`src/rtl/mem_map_pkg.sv`:
```
// Shared definitions for the processor data-port responder.
//  - byte_t            : one byte of RAM or MMIO data
//  - OFF_*             : MMIO register offsets relative to the MMIO base address
//  - ST_*              : bit positions inside the STATUS register
//  - status_byte()     : packs the STATUS register image
package mem_map_pkg;

  typedef logic [7:0] byte_t;

  localparam logic [31:0] OFF_TX_DATA = 32'h0000_0000;
  localparam logic [31:0] OFF_STATUS  = 32'h0000_0004;
  localparam logic [31:0] OFF_RX_DATA = 32'h0000_0008;
  localparam logic [31:0] OFF_RX_ACK  = 32'h0000_000C;
  localparam logic [31:0] OFF_CYCLE   = 32'h0000_0010;
  localparam logic [31:0] CYCLE_BYTES = 32'd4;

  localparam int ST_TX_FULL  = 0;
  localparam int ST_TX_EMPTY = 1;
  localparam int ST_OVERFLOW = 2;
  localparam int ST_RX_FULL  = 3;

  function automatic byte_t status_byte(input logic rx_full, input logic overflow,
                                        input logic tx_empty, input logic tx_full);
    byte_t s;
    s              = '0;
    s[ST_RX_FULL]  = rx_full;
    s[ST_OVERFLOW] = overflow;
    s[ST_TX_EMPTY] = tx_empty;
    s[ST_TX_FULL]  = tx_full;
    return s;
  endfunction

endpackage

```
`src/rtl/byte_fifo.sv`:
```
// Synchronous byte FIFO with registered storage and no fall-through.
// Ports:
//  clk, reset   clock and synchronous active-high reset (pointers/count only)
//  push_i       write request; accepted when not full, or when a pop happens this cycle
//  data_i       byte written on an accepted push
//  pop_i        remove head; ignored while empty
//  head_o       current head byte (meaningless while empty)
//  full_o       count == DEPTH
//  empty_o      count == 0
//  count_o      number of stored bytes, 0..DEPTH
module byte_fifo #(
  parameter int DEPTH = 8
) (
  input  logic                     clk,
  input  logic                     reset,
  input  logic                     push_i,
  input  logic [7:0]               data_i,
  input  logic                     pop_i,
  output logic [7:0]               head_o,
  output logic                     full_o,
  output logic                     empty_o,
  output logic [$clog2(DEPTH):0]   count_o
);

  localparam int AW = $clog2(DEPTH);
  localparam logic [AW:0] CNT_FULL = (AW+1)'(DEPTH);

  logic [7:0]    mem_q [DEPTH];
  logic [AW-1:0] wr_ptr_q, wr_ptr_d;
  logic [AW-1:0] rd_ptr_q, rd_ptr_d;
  logic [AW:0]   count_q, count_d;
  logic          pop_acc, push_acc;

  assign full_o  = (count_q == CNT_FULL);
  assign empty_o = (count_q == '0);
  assign count_o = count_q;
  assign head_o  = mem_q[rd_ptr_q];

  // A pop frees the head slot in the same edge, so a full FIFO can still
  // take a push when it is also being drained.
  assign pop_acc  = pop_i & ~empty_o;
  assign push_acc = push_i & (~full_o | pop_acc);

  always_comb begin
    wr_ptr_d = push_acc ? wr_ptr_q + AW'(1) : wr_ptr_q;
    rd_ptr_d = pop_acc  ? rd_ptr_q + AW'(1) : rd_ptr_q;
    count_d  = count_q + (AW+1)'(push_acc) - (AW+1)'(pop_acc);
  end

  always_ff @(posedge clk) begin
    if (reset) begin
      wr_ptr_q <= '0;
      rd_ptr_q <= '0;
      count_q  <= '0;
    end else begin
      wr_ptr_q <= wr_ptr_d;
      rd_ptr_q <= rd_ptr_d;
      count_q  <= count_d;
    end
  end

  // Storage is data only; stale entries are unreachable once pointers reset.
  always_ff @(posedge clk) begin
    if (push_acc) mem_q[wr_ptr_q] <= data_i;
  end

endmodule

```
`src/rtl/data_mem_responder.sv`:
```
// Memory-side responder for the single-cycle processor data port.
// Serves a byte RAM at 0..RAM_DEPTH-1 and an MMIO window at MMIO_BASE holding
// a TX FIFO, an RX holding register and a free-running cycle counter snapshot.
// Ports:
//  clk, reset          clock, synchronous active-high reset (RAM is not cleared)
//  MemWrite            write strobe, sampled at posedge
//  ALUResult           byte address (full 32-bit decode, no aliasing)
//  WriteData           write data, byte in [7:0]; bit 2 also used by STATUS write
//  ReadData            combinational read data for ALUResult, no side effects
//  tx_data/tx_valid    head of TX FIFO / FIFO non-empty
//  tx_ready            peripheral takes head when tx_valid & tx_ready
//  rx_data/rx_valid    byte offered by input peripheral
//  rx_ready            high while the RX holding register is empty
module data_mem_responder
  import mem_map_pkg::*;
#(
  parameter int          RAM_DEPTH = 256,
  parameter int          TX_DEPTH  = 8,
  parameter logic [31:0] MMIO_BASE = 32'h0000_1000
) (
  input  logic        clk,
  input  logic        reset,
  input  logic        MemWrite,
  input  logic [31:0] ALUResult,
  input  logic [31:0] WriteData,
  output logic [7:0]  ReadData,
  output logic [7:0]  tx_data,
  output logic        tx_valid,
  input  logic        tx_ready,
  input  logic [7:0]  rx_data,
  input  logic        rx_valid,
  output logic        rx_ready
);

  localparam int          RAM_AW    = $clog2(RAM_DEPTH);
  localparam int          TX_CW     = $clog2(TX_DEPTH) + 1;
  localparam logic [31:0] RAM_LIMIT = 32'(RAM_DEPTH);

  logic [7:0]  ram_q [RAM_DEPTH];
  logic        overflow_q, overflow_d;
  logic        rx_full_q,  rx_full_d;
  logic [7:0]  rx_hold_q,  rx_hold_d;
  logic [31:0] cycle_q;
  logic [31:0] snapshot_q, snapshot_d;

  logic [31:0] mmio_off, cyc_off;
  logic        hit_ram, hit_tx, hit_status, hit_rx_data, hit_rx_ack, hit_cycle, hit_snap;
  logic        tx_push, tx_pop, tx_full, tx_empty;
  logic        rx_capture, rx_ack, ovf_set, ovf_clr;
  logic [TX_CW-1:0] tx_count;
  logic        unused_bits;

  // Address decode
  assign mmio_off    = ALUResult - MMIO_BASE;
  assign cyc_off     = mmio_off - OFF_CYCLE;
  assign hit_ram     = (ALUResult < RAM_LIMIT);
  assign hit_tx      = (ALUResult == MMIO_BASE + OFF_TX_DATA);
  assign hit_status  = (ALUResult == MMIO_BASE + OFF_STATUS);
  assign hit_rx_data = (ALUResult == MMIO_BASE + OFF_RX_DATA);
  assign hit_rx_ack  = (ALUResult == MMIO_BASE + OFF_RX_ACK);
  assign hit_snap    = (ALUResult == MMIO_BASE + OFF_CYCLE);
  // The base check stops addresses below MMIO_BASE from wrapping into the window.
  assign hit_cycle   = (ALUResult >= MMIO_BASE) && (cyc_off < CYCLE_BYTES) &&
                       (mmio_off >= OFF_CYCLE);

  assign unused_bits = ^{WriteData[31:8], cyc_off[31:2]};

  // TX FIFO
  assign tx_push  = MemWrite & hit_tx;
  assign tx_pop   = tx_valid & tx_ready;
  assign tx_valid = (tx_count != '0);

  byte_fifo #(.DEPTH(TX_DEPTH)) u_tx_fifo (
    .clk     (clk),
    .reset   (reset),
    .push_i  (tx_push),
    .data_i  (WriteData[7:0]),
    .pop_i   (tx_pop),
    .head_o  (tx_data),
    .full_o  (tx_full),
    .empty_o (tx_empty),
    .count_o (tx_count)
  );

  assign rx_ready   = ~rx_full_q;
  assign rx_capture = rx_valid & ~rx_full_q;
  assign rx_ack     = MemWrite & hit_rx_ack;
  // A push onto a full FIFO is lost only when no pop frees a slot this cycle.
  assign ovf_set    = tx_push & tx_full & ~tx_pop;
  assign ovf_clr    = MemWrite & hit_status & WriteData[ST_OVERFLOW];

  always_comb begin
    overflow_d = overflow_q;
    if (ovf_set)      overflow_d = 1'b1;
    else if (ovf_clr) overflow_d = 1'b0;

    rx_full_d = rx_full_q;
    rx_hold_d = rx_hold_q;
    if (rx_capture) begin
      rx_full_d = 1'b1;
      rx_hold_d = rx_data;
    end else if (rx_ack) begin
      rx_full_d = 1'b0;
    end

    snapshot_d = snapshot_q;
    if (MemWrite && hit_snap) snapshot_d = cycle_q;
  end

  always_ff @(posedge clk) begin
    if (reset) begin
      overflow_q <= 1'b0;
      rx_full_q  <= 1'b0;
      rx_hold_q  <= '0;
      cycle_q    <= '0;
      snapshot_q <= '0;
    end else begin
      overflow_q <= overflow_d;
      rx_full_q  <= rx_full_d;
      rx_hold_q  <= rx_hold_d;
      cycle_q    <= cycle_q + 32'd1;
      snapshot_q <= snapshot_d;
    end
  end

  // RAM contents survive reset.
  always_ff @(posedge clk) begin
    if (MemWrite && hit_ram) ram_q[ALUResult[RAM_AW-1:0]] <= WriteData[7:0];
  end

  // Read mux
  always_comb begin
    ReadData = '0;
    if (hit_ram)          ReadData = ram_q[ALUResult[RAM_AW-1:0]];
    else if (hit_status)  ReadData = status_byte(rx_full_q, overflow_q, tx_empty, tx_full);
    else if (hit_rx_data) ReadData = rx_hold_q;
    else if (hit_cycle)   ReadData = snapshot_q[{cyc_off[1:0], 3'b000} +: 8];
  end

endmodule

```
`config.mk`:
```
export PLATFORM = sky130hd
export DESIGN_NAME = data_mem_responder
export DESIGN_NICKNAME = d
export VERILOG_FILES = /design/src/rtl/mem_map_pkg.sv /design/src/rtl/byte_fifo.sv /design/src/rtl/data_mem_responder.sv
export SDC_FILE = /design/constraint.sdc
export NUM_CORES = 2
export LEC_CHECK = 0
export ABC_AREA = 1
export BUFFER_PORTS_ARGS = -buffer_cell sky130_fd_sc_hd__buf_2
export CORE_MARGIN = 2
export CORE_UTILIZATION = 44
export DETAILED_ROUTE_END_ITERATION = 16
export GPL_ROUTABILITY_DRIVEN = 1
export PLACE_DENSITY_LB_ADDON = 0.25
export SETUP_SLACK_MARGIN = 0.2
export SLEW_MARGIN = 5
export SYNTH_ARGS = -nofsm -noshare
export SYNTH_HDL_FRONTEND = slang
export SYNTH_SLANG_ARGS = --single-unit
```
`constraint.sdc`:
```
create_clock -name clk -period 3.6 [get_ports clk]
set_clock_uncertainty 0.15 [all_clocks]
set_input_delay 0.18 -clock clk [delete_from_list [all_inputs] [get_ports clk]]
set_output_delay 0.18 -clock clk [all_outputs]
set_load 0.005 [all_outputs]
```
* Yosys cells after proc, flatten, opt, wreduce, memory -nomap -nowiden
Memory sizes are Yosys's and may differ from the RTL's. A register that Yosys moved wholly into a read port is not among the register bits.
Cells that the tools add are included.
** Storage, ports and cells
- Word-level logic and storage cells :: 65
- Memories kept :: 2
- Output and inout port bits :: 18
- Register bits :: 84
- RAM bits :: 2112
- Bits of input ports :: 77
** Operators by class
- Mux-type cells :: 14
- Shift operators :: 1
- Bitwise operators :: 15
- $lt $le $gt $ge :: 4
- Equal/unequal tests :: 6
- Add/subtract/negate cells :: 7
- Reduce and logical (&&, ||, !) cells :: 8
** Memories
- ram_q :: depth 256, width 8, rd ports 1, clocked after Yosys merged registers in 0, wr ports 1, RTL line data_mem_responder.sv:39 : logic [7:0] ram_q [RAM_DEPTH];
- u_tx_fifo.mem_q :: depth 8, width 8, rd ports 1, clocked after Yosys merged registers in 1, wr ports 1, RTL line byte_fifo.sv:28 : logic [7:0] mem_q [DEPTH];
** Operators with widths (number)
- 32-bit by 13-bit equality test with 1-bit output, second input constant :: 5
- 32-bit by 1-bit adder with 32-bit output, second input constant :: 1
- 32-bit by 13-bit >= comparator with 1-bit output, second input constant :: 1
- 32-bit by 5-bit >= comparator with 1-bit output, second input constant :: 1
- 32-bit by 3-bit < comparator with 1-bit output, second input constant :: 1
- 32-bit by 9-bit < comparator with 1-bit output, second input constant :: 1
- 8-bit two-way mux :: 4
- 32-bit by 6-bit indexed part select with 8-bit output :: 1
- 32-bit by 13-bit subtractor with 32-bit output, second input constant :: 1
- 32-bit by 5-bit subtractor with 32-bit output, second input constant :: 1
- 1-bit AND :: 10
- 1-bit two-way mux :: 8
- 3-bit by 1-bit adder with 3-bit output, second input constant :: 2
- 3-bit two-way mux :: 2
- 4-bit by 1-bit adder with 4-bit output :: 1
- 4-bit equality test, second input constant :: 1
- 1-bit logical AND :: 4
- 4-bit logical NOT :: 1
- 1-bit inverter :: 4
- 2-bit nonzero test :: 2
- 4-bit nonzero test :: 1
- 4-bit by 1-bit subtractor with 4-bit output :: 1
- 1-bit bitwise OR :: 1

* Depth between registers and ports, before layout
- Depth after elaboration :: 9
- Gate-level depth with buffers :: 21
- Mapped depth without buffers :: 21

* Cells and area by module
From an unflattened synthesis, not the netlist that was laid out.
** Unflattened totals
- Cells, all modules :: 5880
- Area total of the unflattened synthesis :: 84888.9 um2
** By module, submodules not included
- data_mem_responder :: cells an instance 5592, instances 1, sequential area each 62980.4 um2, area each 81639.5 um2
- byte_fifo :: cells an instance 288, instances 1, sequential area each 2182.1 um2, area each 3249.4 um2

* Least setup slack after synthesis
OpenSTA, ideal clock, no wires.
- Kind :: input to register
- From :: in ALUResult[12]
- To :: mem ram_q[99][0], enable pin
- Stages on the path :: 11
- Library setup time :: 0.370 ns
- Path buffers :: 1
- Path slack :: 0.934 ns
- Data required time :: 3.080 ns
- Arrival :: 2.145 ns
- Cells stage by stage :: inv_1 -> ha_1 -> nand2_2 -> nor2_1 -> nand2_1 -> nor2_4 -> inv_2 -> nor2_1 -> nand2_2 -> buf_2 -> nor2_1
** Between the ends
- Longest elaborated chain between the ends :: 4
** RTL lines
- start: declaration :: RTL line data_mem_responder.sv:24 : input logic [31:0] ALUResult,
- 32-bit by 9-bit < comparator with 1-bit output :: RTL line data_mem_responder.sv:56 : assign hit_ram = (ALUResult < RAM_LIMIT);
- 1-bit logical AND :: RTL line data_mem_responder.sv:128 : if (MemWrite && hit_ram) ram_q[ALUResult[RAM_AW-1:0]] <= WriteData[7:0];
- 1-bit two-way mux :: RTL line data_mem_responder.sv:128
- 1-bit two-way mux (implied by the code) :: RTL line data_mem_responder.sv:128
- end: declaration :: RTL line data_mem_responder.sv:39
No other way between the ends.

* Worst setup path after layout
- From :: mem ram_q[180][5]
- To :: out ReadData[5]
** Between the ends
- Longest elaborated chain between the ends :: 2
** RTL lines
- memory 256 x 8 bit
- 8-bit two-way mux :: RTL line data_mem_responder.sv:134 : if (hit_ram) ReadData = ram_q[ALUResult[RAM_AW-1:0]];
- end: declaration :: RTL line data_mem_responder.sv:26 : output logic [7:0] ReadData,
No other way between the ends.

==> flow_summary.json <==
{
  "status": "complete, no violations",
  "antenna_found_initial": 10,
  "num_vias": 53300,
  "grt_overflow": 0,
  "worst-setup-path-type": "reg2out",
  "ir_worst_vdd_mv": 0.405,
  "grt_max_degree": 121,
  "dp_hpwl_um": 147000,
  "cp.depth": 11,
  "synth.distinct_cells": 47,
  "min_from": "ALUResult[1]",
  "ant_nets": 0,
  "crit_path_max_fanout": 1,
  "tightest_slew_ns": 1.08,
  "synth_top_family_by_area": "compound AO/OA/AOI/OAI gates",
  "clkSlewWorstSetupHoldPaths_ns": 0.06,
  "max_slew_margin_pct": 28.0,
  "layout_common_cells": "edfxtp_1, a22oi_1, nand2_1",
  "power.density_nw_per_um2": 527,
  "clock_sink_count": 2199,
  "coreArea_um2": 192000,
  "placedCellCount": 8679,
  "power_switching_w": 0.0120,
  "min_period_over_period_pct": 93.8,
  "start_util_pct": 44.2,
  "r2r_start": "u_tx_fifo.count_o[2]$_SDFF_PP0_",
  "ys_seq_elements": 2199,
  "synth_top_cell_by_area": "edfxtp_1",
  "dieArea_um2": 196000,
  "synth_compound_area_share_pct": 13.5,
  "synth_fa_ha_area_share_pct": 0.215,
  "dp_slack_ns": -0.388,
  "syn-cell-area_um2": 84900,
  "cts_buffers": 213,
  "rsz0062_at_grt": "true",
  "io_pins": 95,
  "crit_buf_inv": 1,
  "slowest_delay_ns": 0.53,
  "nets": 6512,
  "synth.area.mux_share_pct": 0,
  "finalHoldViolCount": 0,
  "synthSimpleGateAreaFrac_pct": 7.02,
  "cts_max_level": 4,
  "first_global_vias": 51800,
  "fin_crit_ns": 3.38,
  "clock_path_buffers": 3,
  "reg2reg_depth": 10,
  "worstPathArrival_ns": 3.05,
  "drc": 0,
  "wl_um": 238000,
  "rrSetupSlack_ns": 0.54,
  "power_frac_seq_pct": 52.6,
  "clk_latency_ns": 0.85,
  "r2r-end": "overflow_q$_SDFFE_PP0P_",
  "setup_viol": 0,
  "io_buffers": 70,
  "root_buffer": "clkbuf_16",
  "yosysWarnings": 0,
  "maxCapViolCount": 0,
  "post-route-util_pct": 52.7,
  "p_sw_share_pct": 22.5,
  "async_flop_share_pct": 0,
  "fin_area_um2": 101000,
  "drv_slew": 0,
  "gp_congestion": 0.895,
  "grt_first_pass_wirelength_um": 346000,
  "p_comb_share_pct": 6.6,
  "p_int_w": 0.0414,
  "endpoint": "ReadData[5]",
  "gr-usage-all-layers_pct": 23.7,
  "cts_tree": "built",
  "cp.required_ns": 3.27,
  "drt_iter0_drc": 6319,
  "synth_edf_count": 2112,
  "synth.yosys.seq_area_share_pct": 76.8,
  "drt_pass1_iterations": 5,
  "fin_cells": 9126,
  "syn_avg_cell_area_um2": 14.5,
  "layout-drive-gt1-share_pct": 20.4,
  "min_path_type": "in2reg",
  "start_kind": "register",
  "die_h_um": 443,
  "worst_path_max_delay_cell": "o31ai_1",
  "leakage_nw": 34.0,
  "synth.area.top_cells": "edfxtp_1, a22oi_1, nand2_1",
  "clkPwrFrac_pct": 40.8,
  "critPathLaunch": "ram_q[180][5]$_DFFE_PP_",
  "max_freq_mhz": 296,
  "final_common_cell": "edfxtp_1",
  "placed_cell_area_um2": 92300,
  "fill_cells": 15700,
  "synth_ff_type": "edfxtp_1",
  "crit_family": "compound AO/OA/AOI/OAI gates",
  "crit_top_cell": "nand2_1",
  "die_w_um": 443,
  "timing.final.ws_setup_ns": 0.223,
  "synth_top_area_share_pct": 74.7,
  "via_per_inst": 5.84,
  "crit_chain": "a22oi_1 > nand2_1 > nand2_1 > nand2_1 > o31ai_1 > a21oi_1 > nor2_4 > nand2_4 > nand2_2 > nand2_2 > buf_2",
  "syn_inst": 5845,
  "syn_nets": 5936,
  "synth_xor_area_share_pct": 0.0929,
  "crit_path_end_kind": "primary output",
  "syn_to_final_growth_pct": 19.3,
  "rows": 161,
  "wire_per_inst_um": 26.0
}
==> state kept, by name, summed over array words and instances (netlist names), 3 cells and up, named ones only <==
name                count
cycle_q                32
ram_q                2048
rx_hold_q               8
snapshot_q             32
u_tx_fifo.count_o       4
u_tx_fifo.mem_q        64
u_tx_fifo.rd_ptr_q      3
u_tx_fifo.wr_ptr_q      3
==> worst reg2reg max path, cell delays in order, from the launching register on <==
cell	delay [ns]
dfxtp_1	0.30
inv_1	0.09
ha_1	0.15
nand3_1	0.17
nand2_1	0.21
clkinv_1	0.32
nor2_1	0.24
nand4_1	0.10
dlygate4sd3_1	0.57
a21oi_1	0.14
dlygate4sd3_1	0.56
==> how the worst min path moves through the flow <==
stage	endpoint	slack [ns]	cells after the start
floorplan	ram_q[0][0]$_DFFE_PP_	0.13	0
global placement	cycle_q[0]$_SDFF_PP0_	0.28	1
detailed placement	rx_hold_q[3]$_SDFFE_PP0P_	0.29	3
CTS	u_tx_fifo.wr_ptr_q[2]$_SDFFE_PP0P_	0.06	11
global route	ram_q[225][5]$_DFFE_PP_	0.05	4
finish	ram_q[225][5]$_DFFE_PP_	0.09	4
==> synthesized netlist by cell type, types with 12 or more instances <==
master / number
edfxtp_1: 2112
a22oi_1: 1032
nand2_1: 620
dfxtp_1: 87
ha_1: 13
buf_1: 62
nand4_1: 23
buf_2: 156
a31oi_1: 16
clkbuf_1: 126
a211oi_1: 34
o31ai_1: 26
nor2_1: 560
o22ai_1: 12
a21o_1: 74
inv_1: 131
nand3_1: 67
o21ai_0: 123
nor3_1: 58
or2_2: 70
a21oi_1: 358
==> area by class of cell <==
type | instances | area, um2 | share of cell area, %
flip-flops and latches | 2199 | 65200 | 64.3
multi-input cells | 3156 | 19300 | 19.0
repair buffers | 706 | 6280 | 6.20
clock buffers | 261 | 5560 | 5.49
well taps | 2526 | 3160 | 3.12
clock inverters | 129 | 1260 | 1.25
inverters | 145 | 557 | 0.550
diodes | 4 | 10.0 | 0.00988
==> power groups by stage <==
stage / registers [W] / logic, W / clock network [W]
finish: 0.0281 / 0.00351 / 0.0218
global route: 0.0281 / 0.00379 / 0.0231
CTS: 0.0281 / 0.00343 / 0.0221
detailed placement: 0.0286 / 0.00326 / 0
global placement: 0.0286 / 0.00321 / 0
floorplan: 0.0286 / 0.00158 / 0
==> what timing repair did <==
action / 4_1_cts / 5_1_grt
hold endpoints to repair: 1340 / 0
gates resized for setup: 226 / 190
setup endpoints to repair: 8 / 8
hold buffers: 50 / 0
pin swaps: 68 / 113
buffers inserted: 3 / 0
gates cloned: 0 / 0
==> routing by layer <==
layer	vias up	track usage, %	share of wire, %
li1	23700	-	-
met1	27000	33.2	41
met2	2301	38.0	48
met3	385	3.86	8.1
met4	2	7.36	3.1
met5	-	0	0.0055
==> metrics by stage <==
| step | TNS, ns | hold WS, ns | total power [W] |
|---|---|---|---|
| 2_1_floorplan | 0 | 0.129 | 0.0302 |
| 3_3_place_gp | -1.35 | 0.279 | 0.0318 |
| 3_5_place_dp | -1.35 | 0.294 | 0.0319 |
| 4_1_cts | 0 | 0.0576 | 0.0536 |
| 5_1_grt | 0 | 0.0501 | 0.0550 |
| 6_report | 0 | 0.0925 | 0.0534 |
==> cells by family (layout without fill, tap and decap cells) <==
group | Yosys count | in the layout
flops | 2199 | 2199
compound gates | 1693 | 1693
simple gates | 1440 | 1440
buf+inv | 490 | 1241
fa+ha+maj | 14 | 14
xor+xnor | 9 | 9
other cells | 0 | 4
No activity file was read; power rests on OpenSTA's default activity.
